## src/rtl/mem_port_arbiter_if.sv

```systemverilog
// Bundle joining the IF/MEM request sides, the arbiter and the single shared memory port.
// slave = arbiter side; master = pipeline stages plus memory.
interface mem_port_arbiter_if #(
    parameter int unsigned AW = 9,
    parameter int unsigned DW = 32
);
    logic          if_req;
    logic [AW-1:0] if_addr;
    logic          if_valid;
    logic [DW-1:0] if_rdata;
    logic          dm_req;
    logic          dm_we;
    logic [AW-1:0] dm_addr;
    logic [DW-1:0] dm_wdata;
    logic          dm_valid;
    logic [DW-1:0] dm_rdata;
    logic          mem_en;
    logic          mem_we;
    logic [AW-1:0] mem_addr;
    logic [DW-1:0] mem_wdata;
    logic [DW-1:0] mem_rdata;
    logic          stall_if;
    logic          stall_mem;

    modport slave (
        input  if_req, if_addr, dm_req, dm_we, dm_addr, dm_wdata, mem_rdata,
        output if_valid, if_rdata, dm_valid, dm_rdata,
        output mem_en, mem_we, mem_addr, mem_wdata, stall_if, stall_mem
    );

    modport master (
        output if_req, if_addr, dm_req, dm_we, dm_addr, dm_wdata, mem_rdata,
        input  if_valid, if_rdata, dm_valid, dm_rdata,
        input  mem_en, mem_we, mem_addr, mem_wdata, stall_if, stall_mem
    );
endinterface

```

## src/rtl/mem_port_arbiter.sv

```systemverilog
// Arbitrates instruction fetch and data access onto one fixed-latency memory port.
// Define ARB_FAIR_EN to alternate ties between requesters; otherwise dm always wins ties.
module mem_port_arbiter #(
    parameter int unsigned AW  = 9,
    parameter int unsigned DW  = 32,
    parameter int unsigned LAT = 1
) (
    input  logic              clk,
    input  logic              rst_n,
    mem_port_arbiter_if.slave bus
);
    localparam int unsigned CW = 3;

    typedef enum logic [1:0] {
        IDLE    = 2'd0,
        BUSY_IF = 2'd1,
        BUSY_DM = 2'd2
    } state_t;

    state_t        state_q, state_d;
    logic [CW-1:0] cnt_q, cnt_d;
    logic          if_valid_q, dm_valid_q;
    logic [DW-1:0] if_rdata_q, dm_rdata_q;
    logic          op_we_q;
    logic          if_ok, dm_ok, dm_wins;
    logic          grant_if, grant_dm, done;

    // A requester completing this cycle is masked; reset keeps the port quiet.
    assign if_ok = rst_n & bus.if_req & ~if_valid_q;
    assign dm_ok = rst_n & bus.dm_req & ~dm_valid_q;

`ifdef ARB_FAIR_EN
    logic last_dm_q;

    assign dm_wins = dm_ok & (~if_ok | ~last_dm_q);

    always_ff @(posedge clk or negedge rst_n) begin
        if (!rst_n) begin
            last_dm_q <= 1'b0;
        end else if (grant_dm) begin
            last_dm_q <= 1'b1;
        end else if (grant_if) begin
            last_dm_q <= 1'b0;
        end
    end
`else
    assign dm_wins = dm_ok;
`endif

    always_ff @(posedge clk or negedge rst_n) begin
        if (!rst_n) begin
            state_q <= IDLE;
            cnt_q   <= '0;
        end else begin
            state_q <= state_d;
            cnt_q   <= cnt_d;
        end
    end

    always_comb begin
        state_d  = state_q;
        cnt_d    = cnt_q;
        grant_if = 1'b0;
        grant_dm = 1'b0;
        done     = 1'b0;
        case (state_q)
            IDLE: begin
                if (dm_wins) begin
                    grant_dm = 1'b1;
                    cnt_d    = CW'(LAT);
                    state_d  = BUSY_DM;
                end else if (if_ok) begin
                    grant_if = 1'b1;
                    cnt_d    = CW'(LAT);
                    state_d  = BUSY_IF;
                end
            end
            BUSY_IF, BUSY_DM: begin
                cnt_d = cnt_q - CW'(1);
                // Last latency cycle: rdata is on the port, capture and release.
                if (cnt_q == CW'(1)) begin
                    done    = 1'b1;
                    state_d = IDLE;
                end
            end
            default: state_d = IDLE;
        endcase
    end

    assign bus.mem_en    = grant_if | grant_dm;
    assign bus.mem_we    = grant_dm & bus.dm_we;
    assign bus.mem_addr  = grant_dm ? bus.dm_addr : (grant_if ? bus.if_addr : '0);
    assign bus.mem_wdata = (grant_dm & bus.dm_we) ? bus.dm_wdata : '0;

    always_ff @(posedge clk or negedge rst_n) begin
        if (!rst_n) begin
            if_valid_q <= 1'b0;
            dm_valid_q <= 1'b0;
            if_rdata_q <= '0;
            dm_rdata_q <= '0;
            op_we_q    <= 1'b0;
        end else begin
            if_valid_q <= done & (state_q == BUSY_IF);
            dm_valid_q <= done & (state_q == BUSY_DM);
            if (grant_dm) begin
                op_we_q <= bus.dm_we;
            end
            if (done && state_q == BUSY_IF) begin
                if_rdata_q <= bus.mem_rdata;
            end
            if (done && state_q == BUSY_DM) begin
                dm_rdata_q <= op_we_q ? '0 : bus.mem_rdata;
            end
        end
    end

    assign bus.if_valid  = if_valid_q;
    assign bus.if_rdata  = if_rdata_q;
    assign bus.dm_valid  = dm_valid_q;
    assign bus.dm_rdata  = dm_rdata_q;
    assign bus.stall_if  = bus.if_req & ~if_valid_q;
    assign bus.stall_mem = bus.dm_req & ~dm_valid_q;
endmodule

```

## src/flat_wrapper.sv

```systemverilog
// flat-port wrapper written by rule: the top's interface ports become plain ports
module mem_port_arbiter_flat 
#(
    parameter int unsigned AW  = 9,
    parameter int unsigned DW  = 32,
    parameter int unsigned LAT = 1
)
  (clk, rst_n, bus_if_req, bus_if_addr, bus_dm_req, bus_dm_we, bus_dm_addr, bus_dm_wdata, bus_mem_rdata, bus_if_valid, bus_if_rdata, bus_dm_valid, bus_dm_rdata, bus_mem_en, bus_mem_we, bus_mem_addr, bus_mem_wdata, bus_stall_if, bus_stall_mem);
  mem_port_arbiter_if #(.AW(AW), .DW(DW)) bus_i ();
  input  logic clk;
  input  logic rst_n;
  input wire logic [$bits(bus_i.if_req)-1:0] bus_if_req;
  input wire logic [$bits(bus_i.if_addr)-1:0] bus_if_addr;
  input wire logic [$bits(bus_i.dm_req)-1:0] bus_dm_req;
  input wire logic [$bits(bus_i.dm_we)-1:0] bus_dm_we;
  input wire logic [$bits(bus_i.dm_addr)-1:0] bus_dm_addr;
  input wire logic [$bits(bus_i.dm_wdata)-1:0] bus_dm_wdata;
  input wire logic [$bits(bus_i.mem_rdata)-1:0] bus_mem_rdata;
  output wire logic [$bits(bus_i.if_valid)-1:0] bus_if_valid;
  output wire logic [$bits(bus_i.if_rdata)-1:0] bus_if_rdata;
  output wire logic [$bits(bus_i.dm_valid)-1:0] bus_dm_valid;
  output wire logic [$bits(bus_i.dm_rdata)-1:0] bus_dm_rdata;
  output wire logic [$bits(bus_i.mem_en)-1:0] bus_mem_en;
  output wire logic [$bits(bus_i.mem_we)-1:0] bus_mem_we;
  output wire logic [$bits(bus_i.mem_addr)-1:0] bus_mem_addr;
  output wire logic [$bits(bus_i.mem_wdata)-1:0] bus_mem_wdata;
  output wire logic [$bits(bus_i.stall_if)-1:0] bus_stall_if;
  output wire logic [$bits(bus_i.stall_mem)-1:0] bus_stall_mem;
  assign bus_i.if_req = bus_if_req;
  assign bus_i.if_addr = bus_if_addr;
  assign bus_i.dm_req = bus_dm_req;
  assign bus_i.dm_we = bus_dm_we;
  assign bus_i.dm_addr = bus_dm_addr;
  assign bus_i.dm_wdata = bus_dm_wdata;
  assign bus_i.mem_rdata = bus_mem_rdata;
  assign bus_if_valid = bus_i.if_valid;
  assign bus_if_rdata = bus_i.if_rdata;
  assign bus_dm_valid = bus_i.dm_valid;
  assign bus_dm_rdata = bus_i.dm_rdata;
  assign bus_mem_en = bus_i.mem_en;
  assign bus_mem_we = bus_i.mem_we;
  assign bus_mem_addr = bus_i.mem_addr;
  assign bus_mem_wdata = bus_i.mem_wdata;
  assign bus_stall_if = bus_i.stall_if;
  assign bus_stall_mem = bus_i.stall_mem;
  mem_port_arbiter #(.AW(AW), .DW(DW), .LAT(LAT)) u_core (.clk(clk), .rst_n(rst_n), .bus(bus_i));
endmodule
```

## config.mk

```make
export PLATFORM = sky130hd
export DESIGN_NAME = mem_port_arbiter_flat
export DESIGN_NICKNAME = d
export VERILOG_FILES = /design/src/rtl/mem_port_arbiter_if.sv /design/src/rtl/mem_port_arbiter.sv /design/src/flat_wrapper.sv
export SDC_FILE = /design/constraint.sdc
export NUM_CORES = 1
export LEC_CHECK = 0
export BUFFER_PORTS_ARGS = -buffer_cell sky130_fd_sc_hd__buf_2
export CELL_PAD_IN_SITES_DETAIL_PLACEMENT = 0
export CELL_PAD_IN_SITES_GLOBAL_PLACEMENT = 1
export CORE_UTILIZATION = 32
export DETAILED_ROUTE_END_ITERATION = 12
export PLACE_DENSITY = 0.88
export SYNTH_ARGS = -nofsm -noshare
export SYNTH_HDL_FRONTEND = slang
export SYNTH_SLANG_ARGS = --single-unit
```

## constraint.sdc

```tcl
create_clock -name clk -period 2.2 [get_ports clk]
set_input_delay 0.33 -clock clk [delete_from_list [all_inputs] [get_ports clk]]
set_output_delay 0.33 -clock clk [all_outputs]
set_load 0.05 [all_outputs]
```

-- After elaboration in Yosys (flattened, before gate mapping)
Index checks and enable logic that the tools add are counted.
- bits in registers: 72
- bits of input ports: 87
- logic and storage cells: 50
- output and inout bits: 111
- bitwise operators: 12
- multiplexer cells: 18
- equal/unequal tests: 5
- $add $sub $neg: 1
- reductions and logical operators: 7
- operator list (kind ; number):
    $mux W32 ; 2
    $mux W9 ; 2
    $and A1 B1 Y1 ; 9
    $mux W1 ; 7
    $mux W2 ; 3
    $mux W3 ; 2
    $pmux W3 S2 ; 1
    $pmux W2 S2 ; 1
    $reduce_and A2 Y1 ; 2
    $eq A3 B1 Y1 const B ; 1
    $ne A3 B1 Y1 const B ; 1
    $sub A3 B1 Y3 const B ; 1
    $eq A2 B1 Y1 const B ; 1
    $eq A2 B2 Y1 const B ; 1
    $logic_and A1 B1 Y1 ; 2
    $logic_not A2 Y1 ; 1
    $ne A2 B1 Y1 const B ; 1
    $not A1 Y1 ; 2
    $reduce_bool A2 Y1 ; 1
    $reduce_or A2 Y1 ; 1
    $or A1 B1 Y1 ; 1

-- Logic depth before layout (Yosys ltp)
Gate-level depths: netlist of run 1.
- depth after elaboration: 7
- gate-level depth with buffers: 8
- mapped depth without buffers: 6

-- Worst setup path before layout of run 1
OpenSTA, ideal clock, no wires.
- path type: register -> output
- start: register u_core.dm_valid_q, in the netlist u_core.bus.dm_valid
- end: output bus_mem_addr[0]
- path buffers: 0
- setup slack: -0.111 ns
- required time: 1.870 ns
- stages on the path, launching flop included: 5
- arrival time: 1.981 ns
- cells stage by stage: dfrtp_1 > nand2b_4 > inv_1 > nor3_4 > a22o_1
- word-level cells in the longest chain between the ends: 6
- elaborated cells on any way between the ends: 8
- classes of those cells: mux: 6; bitwise: 2
- RTL lines (what ; RTL line ; source):
    start, declared ; mem_port_arbiter.sv:22 ; logic if_valid_q, dm_valid_q;
    start signal, assigned ; mem_port_arbiter.sv:104 ; dm_valid_q <= done & (state_q == BUSY_DM);
    $not A1 Y1 * ; mem_port_arbiter.sv:30 ; assign dm_ok = rst_n & bus.dm_req & ~dm_valid_q;
    $and A1 B1 Y1 * ; mem_port_arbiter.sv:30 ;
    $mux W1 ; mem_port_arbiter.sv:68 ; if (dm_wins) begin
    $mux W1 ; mem_port_arbiter.sv:66 ; case (state_q)
    $mux W9 ; mem_port_arbiter.sv:92 ; assign bus.mem_addr = grant_dm ? bus.dm_addr : (grant_if ? bus.if_addr : '0);
    $mux W9 * ; mem_port_arbiter.sv:92 ;
    end, declared ; flat_wrapper.sv:25 ; output wire logic [$bits(bus_i.mem_addr)-1:0] bus_mem_addr;
Mark *: on every way between the ends. The rest lies on a longest branch, timed or not.

-- Worst setup path in the final report of run 1
- start: register u_core.state_q[0]
- end: output bus_mem_wdata[10]
- word-level cells in the longest chain between the ends: 4
- RTL lines (what ; RTL line ; source):
    start, declared ; mem_port_arbiter.sv:20 ; state_t state_q, state_d;
    start signal, assigned ; mem_port_arbiter.sv:55 ; state_q <= state_d;
    $logic_not A2 Y1 ; mem_port_arbiter.sv:66 ;
    $mux W1 ; mem_port_arbiter.sv:66 ;
    $and A1 B1 Y1 ; mem_port_arbiter.sv:93 ; assign bus.mem_wdata = (grant_dm & bus.dm_we) ? bus.dm_wdata : '0;
    $mux W32 ; mem_port_arbiter.sv:93 ;
    end, declared ; flat_wrapper.sv:26 ; output wire logic [$bits(bus_i.mem_wdata)-1:0] bus_mem_wdata;
Every way passes these cells.

==> metrics.cfg, run 1 <==
[outcome]
run_status=completed

[clock_network]
cts-root-to-sink-buffers=2
cts_inserted_buffers=9
cts_root_buffer_type=sky130_fd_sc_hd__clkbuf_8
clkTransAtPathRegs_ps=80
worst_skew_pair_latency_ps=340
clock_tree_from_tritoncts=yes
clkSinkCount=72
htree_levels=3

[setup_path]
worst_reg2reg_path_endpoint=u_core.bus.if_rdata[15]
timing.critical_path.required_ps=1870
timing.critical_path.from=u_core.state_q[0]
critical_path.endpoint_type=output pin
arrival_time_reported_for_the_critical_path_endpoint_ps=1850
r2r_slack_ps=570
timing.critical_path.fanout_max=22
worst_setup_path_endpoint=bus_mem_wdata[10]
cp-start-kind=flip-flop
start_to_end_type_of_the_worst_setup_path=reg2out
r2r_cells=5
critical_path.reg2reg.startpoint=u_core.cnt_q[0]

[placed_design]
place.port_buffers=197
gp_routability_congestion=0.779
hpwl_mm=6.76

[layout]
post_route_cells_drive_above_1_share=0.552
layout.nets=597
utilization=0.495
n_antenna_cell=0
filler_cell_count=976
mostFrequentLayoutCells=sky130_fd_sc_hd__buf_2 (154), sky130_fd_sc_hd__dfrtp_1 (72), sky130_fd_sc_hd__buf_6 (41)
syn_to_final_growth_pct=48.6
leading_cell_type_in_the_layout_fill_and_taps_excluded=sky130_fd_sc_hd__buf_2

[timing]
final-setup-viol-count=0
finalCritPeriodShare=0.990
max_freq_mhz=459
layout_min_cycle_time_ps=2180
max_slew.worst_pin.slew_ps=920
timing.final.hold_violations=0
tns_ps=0
slew_headroom=0.387
final.setup_skew_ps=16.2
timing_max_transition_violations_final=0
grt_setup_unrepaired=yes

[synth]
synth.lib_cells_used.distinct=33
synth-warning-count=0
synth_sequential_area_ratio=0.519
synth_cells=304
synthesis.area_um2=3470
synth.top_cells.by_area=sky130_fd_sc_hd__dfrtp_1 (52%), sky130_fd_sc_hd__mux2_4 (13%), sky130_fd_sc_hd__nand2b_1 (6.0%)
synth.top_cell.area_share=0.519
synth.net_count=396
synthesis.area_per_instance_um2=11.4
postSynthRegisterBits=72
post-synth-top-area-cell=sky130_fd_sc_hd__dfrtp_1

[grt]
grt_max_degree=73
global_route_wire_length_before_repair_mm=14.5
track_usage=0.164
first_global_vias=2807
gr-total-overflow=0
antenna_found_initial=0

[detailed_routing]
postRouteWirelength_mm=9.91
detailedRoute.firstPassIterationCount=4
wire_per_inst_um=15.4
routed_via_density=4.60
vias_post_dr=2964
drc_errors=0
drt_iter0_drc=138
antenna_left=0

[power_and_ir_drop]
vdd_drop_max_v=0.00100
fin_total_pwr_mw=8.65
power-per-cell-area_nw_per_um2=1680
leakage_nw=2.84

[worst_hold_path]
worstHoldPathType=in2reg

[job]
maxCapViolations=0

[floorplan]
core.rowCount=37
floorplan.die_area_um2=11300
pin_count=198
die_h_um=106
initial_core_util=0.333
die_x_um=106
design.core.area_um2=10400

## cell usage after synthesis, drive strengths merged
library cell and instances:
nand3 2, a21oi 4, inv 10, and3 32
mux2 33, o21ai 33, buf 12, ha 5
a32o 1, nand2b 35, nor3 2, and2 1
o31ai 1, a211o 1, nor2 1, a21bo 1
a22o 11, nor2b 1, nand2 36, dfrtp 72
nand3b 1, clkbuf 9
## power by group
part	internal [mW]	switching, mW	total (mW)
Sequential	1.97	0.373	2.35
Clock	0.635	0.511	1.15
Combinational	1.61	3.55	5.16
## state kept, by name, summed over array words and instances (netlist names)
signal and count:
u_core.bus.if_valid 1, u_core.bus.dm_rdata 32, u_core.state_q 2, u_core.cnt_q 3, u_core.op_we_q 1, u_core.bus.if_rdata 32
u_core.bus.dm_valid 1
## metrics by stage
stage,setup slack (ps),hold slack [ps],cell area [µm²],cells
after floorplan,22.7,34.4,3480,304
after global placement,258,456,4590,623
after detailed placement,176,465,4590,623
after CTS,15.7,205,4950,640
after global routing,-54.6,200,5150,645
final,21.5,223,5150,645
## area by class of cell
cell class / count / area (µm²) / area share
inverter: 10 / 37.5 / 0.00728
timing repair buffer: 211 / 1380 / 0.268
sequential: 72 / 1800 / 0.350
multi-input combinational: 201 / 1550 / 0.301
tap: 136 / 170 / 0.0330
clock buffer: 10 / 128 / 0.0248
clock inverter: 5 / 81.3 / 0.0158
## metal layers
layer  vias up  routed length (µm)  share of wire  track usage
met3        16                 652          0.066       0.0552
met5         -                   0              0            0
li1       1436                   -              -            -
met2        98                4810           0.49        0.248
met4         0                 148          0.015       0.0437
met1      1414                4290           0.43        0.224
## cells by family after synthesis
family	after synthesis	synth area share
adder cells (fa/ha/maj)	5	0.0180
AND/OR/NAND/NOR	111	0.187
buffers and inverters	31	0.0440
flip-flops	72	0.519
multiplexers	33	0.139
AO/OA/AOI/OAI	52	0.0927
## worst max-delay path: stages, from the launching register on
cell                      delay [ps]
sky130_fd_sc_hd__dfrtp_1         400
sky130_fd_sc_hd__inv_2            90
sky130_fd_sc_hd__ha_4            170
sky130_fd_sc_hd__nand2_4          80
sky130_fd_sc_hd__nor2_4          210
sky130_fd_sc_hd__buf_12          180
sky130_fd_sc_hd__and3_1          200
sky130_fd_sc_hd__buf_6           170
## how the worst min path moves through the flow
stage	startpoint	to	slack (ps)	cells past startpoint
2_1_floorplan	rst_n	u_core.bus.dm_rdata[0]	30	0
3_3_place_gp	u_core.bus.dm_rdata[30]	u_core.bus.dm_rdata[30]	460	2
3_5_place_dp	u_core.bus.dm_rdata[8]	u_core.bus.dm_rdata[8]	470	2
4_1_cts	bus_mem_rdata[5]	u_core.bus.if_rdata[5]	210	2
5_1_grt	bus_mem_rdata[5]	u_core.bus.if_rdata[5]	200	2
6_report	bus_mem_rdata[21]	u_core.bus.if_rdata[21]	220	2
## repair_timing
item,CTS,global route
gates cloned,0,3
resized for setup,50,37
endpoints found under the hold margin,0,0
setup buffers,2,2
endpoints found under the setup margin,42,41
pin swaps,1,1
hold buffers,0,0
No activity file was read; power rests on OpenSTA's default activity.
==> run 2, diff against run 1 <==
--- a/config.mk
+++ b/config.mk
@@ -8,6 +8,7 @@
 export BUFFER_PORTS_ARGS = -buffer_cell sky130_fd_sc_hd__buf_2
 export CELL_PAD_IN_SITES_DETAIL_PLACEMENT = 0
 export CELL_PAD_IN_SITES_GLOBAL_PLACEMENT = 1
+export CORE_MARGIN = 2
 export CORE_UTILIZATION = 32
 export DETAILED_ROUTE_END_ITERATION = 12
 export PLACE_DENSITY = 0.88
==> run 2 against run 1 <==
Clock skew grew 2.0 ps. Highest routed layer unchanged. Via count grew 0.64%. Routed wire length rose by 2.5%.
==> metrics.cfg, run 2 (synthesized netlist as in run 1, its figures left out) <==
[outcome]
run_status=completed

[timing]
layout_min_cycle_time_ps=2180  ; +4.58 ps
finalCritPeriodShare=0.992  ; +0.00208
max_freq_mhz=458  ; -0.21%
grt_setup_unrepaired=yes
final-setup-viol-count=0  ; unchanged
timing.final.hold_violations=0  ; unchanged
max_slew.worst_pin.slew_ps=907  ; -12.7 ps
slew_headroom=0.395  ; +0.00847
final.setup_skew_ps=18.2  ; +2.03 ps
timing_max_transition_violations_final=0  ; unchanged
tns_ps=0  ; unchanged

[detailed_routing]
wire_per_inst_um=15.5  ; +1.1%
antenna_left=0  ; unchanged
detailedRoute.firstPassIterationCount=4  ; unchanged
routed_via_density=4.56  ; -0.74%
vias_post_dr=2983  ; +0.64%
postRouteWirelength_mm=10.2  ; +2.5%
drt_iter0_drc=120  ; -13%
detailroute.wirelength.met3_um=551  ; -15%
topRoutingLayerUsed=met4
met2_wirelength_mm=5.18  ; +7.6%
m1WireLength_mm=4.32  ; +0.54%
drc_errors=0  ; unchanged

[layout]
sequential_cell_area_um2=1800  ; unchanged
layout.nets=601  ; +0.67%
syn_to_final_growth_pct=54.9
filler_cell_count=961  ; -1.5%
mostFrequentLayoutCells=sky130_fd_sc_hd__buf_2 (155), sky130_fd_sc_hd__dfrtp_1 (72), sky130_fd_sc_hd__nand2_1 (35)
leading_cell_type_in_the_layout_fill_and_taps_excluded=sky130_fd_sc_hd__buf_2
utilization=0.502  ; +0.00733
n_antenna_cell=0  ; unchanged
multi_input_comb_area_um2=1620  ; +4.5%
post_route_cells_drive_above_1_share=0.586  ; +0.0335

[floorplan]
core.rowCount=38  ; +2.7%
pin_count=198  ; unchanged
design.core.area_um2=10700  ; +2.7%
die_x_um=108  ; +1.9%
initial_core_util=0.324  ; -0.00876
floorplan.die_area_um2=11700  ; +3.8%
die_h_um=108  ; +1.9%

[placed_design]
gp_routability_congestion=0.720  ; -7.6%
hpwl_mm=6.84  ; +1.2%
place.port_buffers=197  ; unchanged

[clock_network]
clock_tree_from_tritoncts=yes
htree_levels=3  ; unchanged
worst_skew_pair_latency_ps=340  ; about the same
clkSinkCount=72  ; unchanged
cts_inserted_buffers=9  ; unchanged
cts-root-to-sink-buffers=2  ; unchanged
cts_root_buffer_type=sky130_fd_sc_hd__clkbuf_8
clkTransAtPathRegs_ps=80  ; about the same

[power_and_ir_drop]
leakage_nw=2.87  ; +1.1%
power-per-cell-area_nw_per_um2=1620  ; -3.4%
fin_total_pwr_mw=8.71  ; +0.72%
vdd_drop_max_v=0.00110  ; +9.9%

[setup_path]
critical_path.reg2reg.startpoint=u_core.cnt_q[1]
r2r_slack_ps=440  ; -130 ps
r2r_cells=6  ; +1
arrival_time_reported_for_the_critical_path_endpoint_ps=1850  ; about the same
critical_path.endpoint_type=output pin
start_to_end_type_of_the_worst_setup_path=reg2out
timing.critical_path.required_ps=1870  ; about the same
timing.critical_path.fanout_max=6  ; -73%
worst_reg2reg_path_endpoint=u_core.bus.if_rdata[4]
cp-start-kind=flip-flop

[worst_hold_path]
worstHoldPathType=in2async

[job]
maxCapViolations=0  ; unchanged

[grt]
track_usage=0.160  ; -0.00383
first_global_vias=2842  ; +1.2%
global_route_wire_length_before_repair_mm=14.7  ; +1.2%
antenna_found_initial=0  ; unchanged
grt_max_degree=73  ; unchanged
gr-total-overflow=0  ; unchanged

==> run 2: report_power, final <==
group          internal (mW)  leakage [nW]  switching (mW)
clock                  0.570         0.105           0.525
combinational           1.69          1.90            3.52
sequential              1.97         0.866           0.435
total                   4.23          2.87            4.48
==> run 2: metrics by stage <==
step	worst slack, ps	cells	instance area (µm²)	hold slack (ps)
after floorplan	22.7	304	3480	34.4
after global placement	267	628	4620	457
after detailed placement	188	628	4620	466
after CTS	3.83	646	5000	205
after global routing	-68.0	654	5370	200
final	16.9	654	5370	223
==> run 2: layout make-up <==
cell class / instances / area share
Multi-Input combinational cell: 201 / 0.302
Clock inverter: 6 / 0.0140
Tap cell: 140 / 0.0326
Timing Repair Buffer: 215 / 0.283
Clock buffer: 10 / 0.0256
Sequential cell: 72 / 0.335
Inverter: 10 / 0.00699
==> run 2: repair_timing <==
item,CTS,global route
hold buffers,0,0
pin swaps,1,12
gates cloned,0,5
setup endpoints to repair,42,42
buffers inserted,2,3
gates resized for setup,50,66
==> run 2: per-layer routing <==
layer | track usage | up-vias
met2 | 0.253 | 75
met4 | 0.0330 | 0
met1 | 0.219 | 1448
met5 | 0 | -
li1 | - | 1444
met3 | 0.0482 | 16
==> run 2: worst max-delay path: stages (launching register included) <==
cell	delay, ps
sky130_fd_sc_hd__dfrtp_1	410
sky130_fd_sc_hd__inv_2	90
sky130_fd_sc_hd__ha_4	160
sky130_fd_sc_hd__nand2_4	70
sky130_fd_sc_hd__nor2_4	150
sky130_fd_sc_hd__buf_12	150
sky130_fd_sc_hd__clkbuf_16	130
sky130_fd_sc_hd__and3_1	180
sky130_fd_sc_hd__buf_6	170
==> run 2: worst max path at each step <==
stage | slack (ps) | to | depth (start not counted) | startpoint
after global routing | -70 | bus_mem_wdata[3] | 8 | u_core.state_q[0]
after global placement | 270 | bus_mem_addr[6] | 6 | u_core.state_q[0]
final | 20 | bus_mem_wdata[3] | 8 | u_core.state_q[1]
after CTS | 4 | bus_mem_addr[6] | 7 | u_core.state_q[0]
after floorplan | 20 | bus_mem_addr[0] | 4 | u_core.bus.dm_valid
after detailed placement | 190 | bus_mem_addr[8] | 6 | u_core.state_q[0]
==> run 3, diff against run 2 <==
--- a/config.mk
+++ b/config.mk
@@ -11,7 +11,7 @@
 export CORE_MARGIN = 2
 export CORE_UTILIZATION = 32
 export DETAILED_ROUTE_END_ITERATION = 12
-export PLACE_DENSITY = 0.88
+export PLACE_DENSITY = 0.84
 export SYNTH_ARGS = -nofsm -noshare
 export SYNTH_HDL_FRONTEND = slang
 export SYNTH_SLANG_ARGS = --single-unit
==> run 3 against run 2 <==
Combinational power rose by 2%. Hold slack improved by 6.6 ps. Clock skew down 9.3 ps. Critical path type unchanged.
==> metrics.cfg, run 3 (synthesized netlist as in run 1, its figures left out) <==
[timing]
slew_headroom=0.387  ; -0.00795
max_freq_mhz=464  ; +1.2%
layout_min_cycle_time_ps=2160  ; -26.7 ps
final-setup-viol-count=0  ; unchanged
max_slew.worst_pin.slew_ps=919  ; +11.9 ps
worst_hold_slack_ps=230  ; +6.61 ps
finalCritPeriodShare=0.980  ; -0.0121
timing.final.hold_violations=0  ; unchanged
fin_ws_ps=43.6  ; +26.7 ps
timing_max_transition_violations_final=0  ; unchanged
final.setup_skew_ps=8.87  ; -9.33 ps
grt_setup_unrepaired=yes

[floorplan]
die_h_um=108  ; unchanged
die_x_um=108  ; unchanged
initial_core_util=0.324  ; unchanged
floorplan.die_area_um2=11700  ; unchanged
pin_count=198  ; unchanged
core.rowCount=38  ; unchanged
design.core.area_um2=10700  ; unchanged

[layout]
finalNonFillerCells=660  ; +0.92%
syn_to_final_growth_pct=51.7
leading_cell_type_in_the_layout_fill_and_taps_excluded=sky130_fd_sc_hd__buf_2
n_antenna_cell=0  ; unchanged
mostFrequentLayoutCells=sky130_fd_sc_hd__buf_2 (154), sky130_fd_sc_hd__dfrtp_1 (72), sky130_fd_sc_hd__buf_6 (36)
layout.nets=607  ; +1.0%
filler_cell_count=1002  ; +4.3%
post_route_cells_drive_above_1_share=0.567  ; -0.0183

[detailed_routing]
detailedRoute.firstPassIterationCount=4  ; unchanged
drt_iter0_drc=88  ; -27%
postRouteWirelength_mm=9.90  ; -2.5%
antenna_left=0  ; unchanged
routed_via_density=4.45  ; -2.3%
drc_errors=0  ; unchanged
wire_per_inst_um=15.0  ; -3.4%
vias_post_dr=2940  ; -1.4%

[worst_hold_path]
worst_hold_startpoint=bus_mem_rdata[6]
whs_endpoint=u_core.bus.if_rdata[6]
worstHoldPathType=in2reg
hold-path-cell-count=2

[setup_path]
critical_path.endpoint_type=output pin
timing.critical_path.fanout_max=9  ; +3
crit_chain=inv_2, ha_4, nand2_4, nor2_4, clkbuf_16, buf_12, and3_1, buf_6
cp_num_buf_inv=4  ; unchanged
r2r_cells=6  ; unchanged
critical-path-slowest-cell=sky130_fd_sc_hd__dfrtp_1
start_to_end_type_of_the_worst_setup_path=reg2out
cp_slowest_stage_delay_ps=400  ; about the same
r2r_slack_ps=460  ; +20 ps
timing.critical_path.from=u_core.state_q[0]
cp-start-kind=flip-flop
critical_path.reg2reg.startpoint=u_core.cnt_q[1]
timing.critical_path.required_ps=1870  ; about the same
cpLargestDelayFamily=buffers and inverters
worst_reg2reg_path_endpoint=u_core.bus.if_rdata[16]
arrival_time_reported_for_the_critical_path_endpoint_ps=1830  ; -20 ps

[placed_design]
placed_cells_incl_taps=629  ; +0.16%
post-place-ws_ps=182  ; -6.52 ps
hpwl_mm=6.93  ; +1.3%
place.port_buffers=197  ; unchanged
gp_routability_congestion=0.708  ; -1.6%

[clock_network]
htree_levels=3  ; unchanged
worst_skew_pair_latency_ps=340  ; about the same
cts-root-to-sink-buffers=2  ; unchanged
clock_tree_from_tritoncts=yes
cts_hold_buf=0  ; unchanged
cts_inserted_buffers=9  ; unchanged
clkTransAtPathRegs_ps=80  ; about the same
cts_root_buffer_type=sky130_fd_sc_hd__clkbuf_8
clkSinkCount=72  ; unchanged

[grt]
grt_max_degree=73  ; unchanged
first_global_vias=2842  ; unchanged
antenna_found_initial=0  ; unchanged
global_route_wire_length_before_repair_mm=14.8  ; +0.38%
track_usage=0.161  ; +0.000799
gr-total-overflow=0  ; unchanged

[power_and_ir_drop]
vdd_drop_max_v=0.000972  ; -12%
power-per-cell-area_nw_per_um2=1630  ; +0.45%
leakage_nw=2.88  ; +0.20%

[outcome]
run_status=completed

[job]
maxCapViolations=0  ; unchanged

run 3: routing by layer:
| layer | GRT usage | vias to the layer above | wire, µm |
|---|---|---|---|
| li1 | - | 1452 | - |
| met1 | 0.216 | 1406 | 4270 |
| met2 | 0.258 | 74 | 5070 |
| met3 | 0.0488 | 8 | 483 |
| met4 | 0.0348 | 0 | 74 |
| met5 | 0 | - | 0 |
run 3: how the worst max path moves through the flow:
stage | depth (start not counted) | to | slack [ps]
floorplan | 4 | bus_mem_addr[0] | 20
global placement | 6 | bus_mem_addr[1] | 270
detailed placement | 6 | bus_mem_addr[3] | 180
CTS | 7 | bus_mem_addr[3] | 9
global route | 8 | bus_mem_wdata[17] | -40
finish | 8 | bus_mem_wdata[29] | 40
run 3: worst register-to-register path, cell delays in order (launching register included):
cell and delay, ps:
sky130_fd_sc_hd__dfrtp_1 380, sky130_fd_sc_hd__inv_1 70, sky130_fd_sc_hd__ha_1 140, sky130_fd_sc_hd__nor2b_4 200, sky130_fd_sc_hd__nand3_4 260, sky130_fd_sc_hd__buf_4 280
sky130_fd_sc_hd__mux2_4 300
run 3: layout make-up:
| type | count | area, µm² | area share |
|---|---|---|---|
| inverter | 10 | 37.5 | 0.00713 |
| timing repair buffer | 221 | 1510 | 0.286 |
| multi-input combinational | 201 | 1570 | 0.298 |
| sequential | 72 | 1800 | 0.342 |
| tap | 140 | 175 | 0.0333 |
| clock buffer | 10 | 128 | 0.0243 |
| clock inverter | 6 | 45.0 | 0.00856 |
run 3: repair_timing:
| item | in CTS | in global routing |
|---|---|---|
| gates cloned | 0 | 1 |
| buffers inserted | 3 | 11 |
| setup endpoints to repair | 42 | 42 |
| resized for setup | 45 | 52 |
| pin swaps | 1 | 2 |
run 3: where the power goes:
part / internal, mW / switching [mW]
logic: 1.72 / 3.59
clock network: 0.413 / 0.509
registers: 1.97 / 0.359
run 3: per-stage QoR:
stage          utilization  setup TNS (ps)  power, mW  instance area (µm²)
2_1_floorplan            -               0       6.15                 3480
3_3_place_gp         0.432               0       7.22                 4630
3_5_place_dp         0.432               0       7.33                 4630
4_1_cts              0.462               0       8.39                 4940
5_1_grt              0.492            -575       9.07                 5260
6_report             0.492               0       8.57                 5260
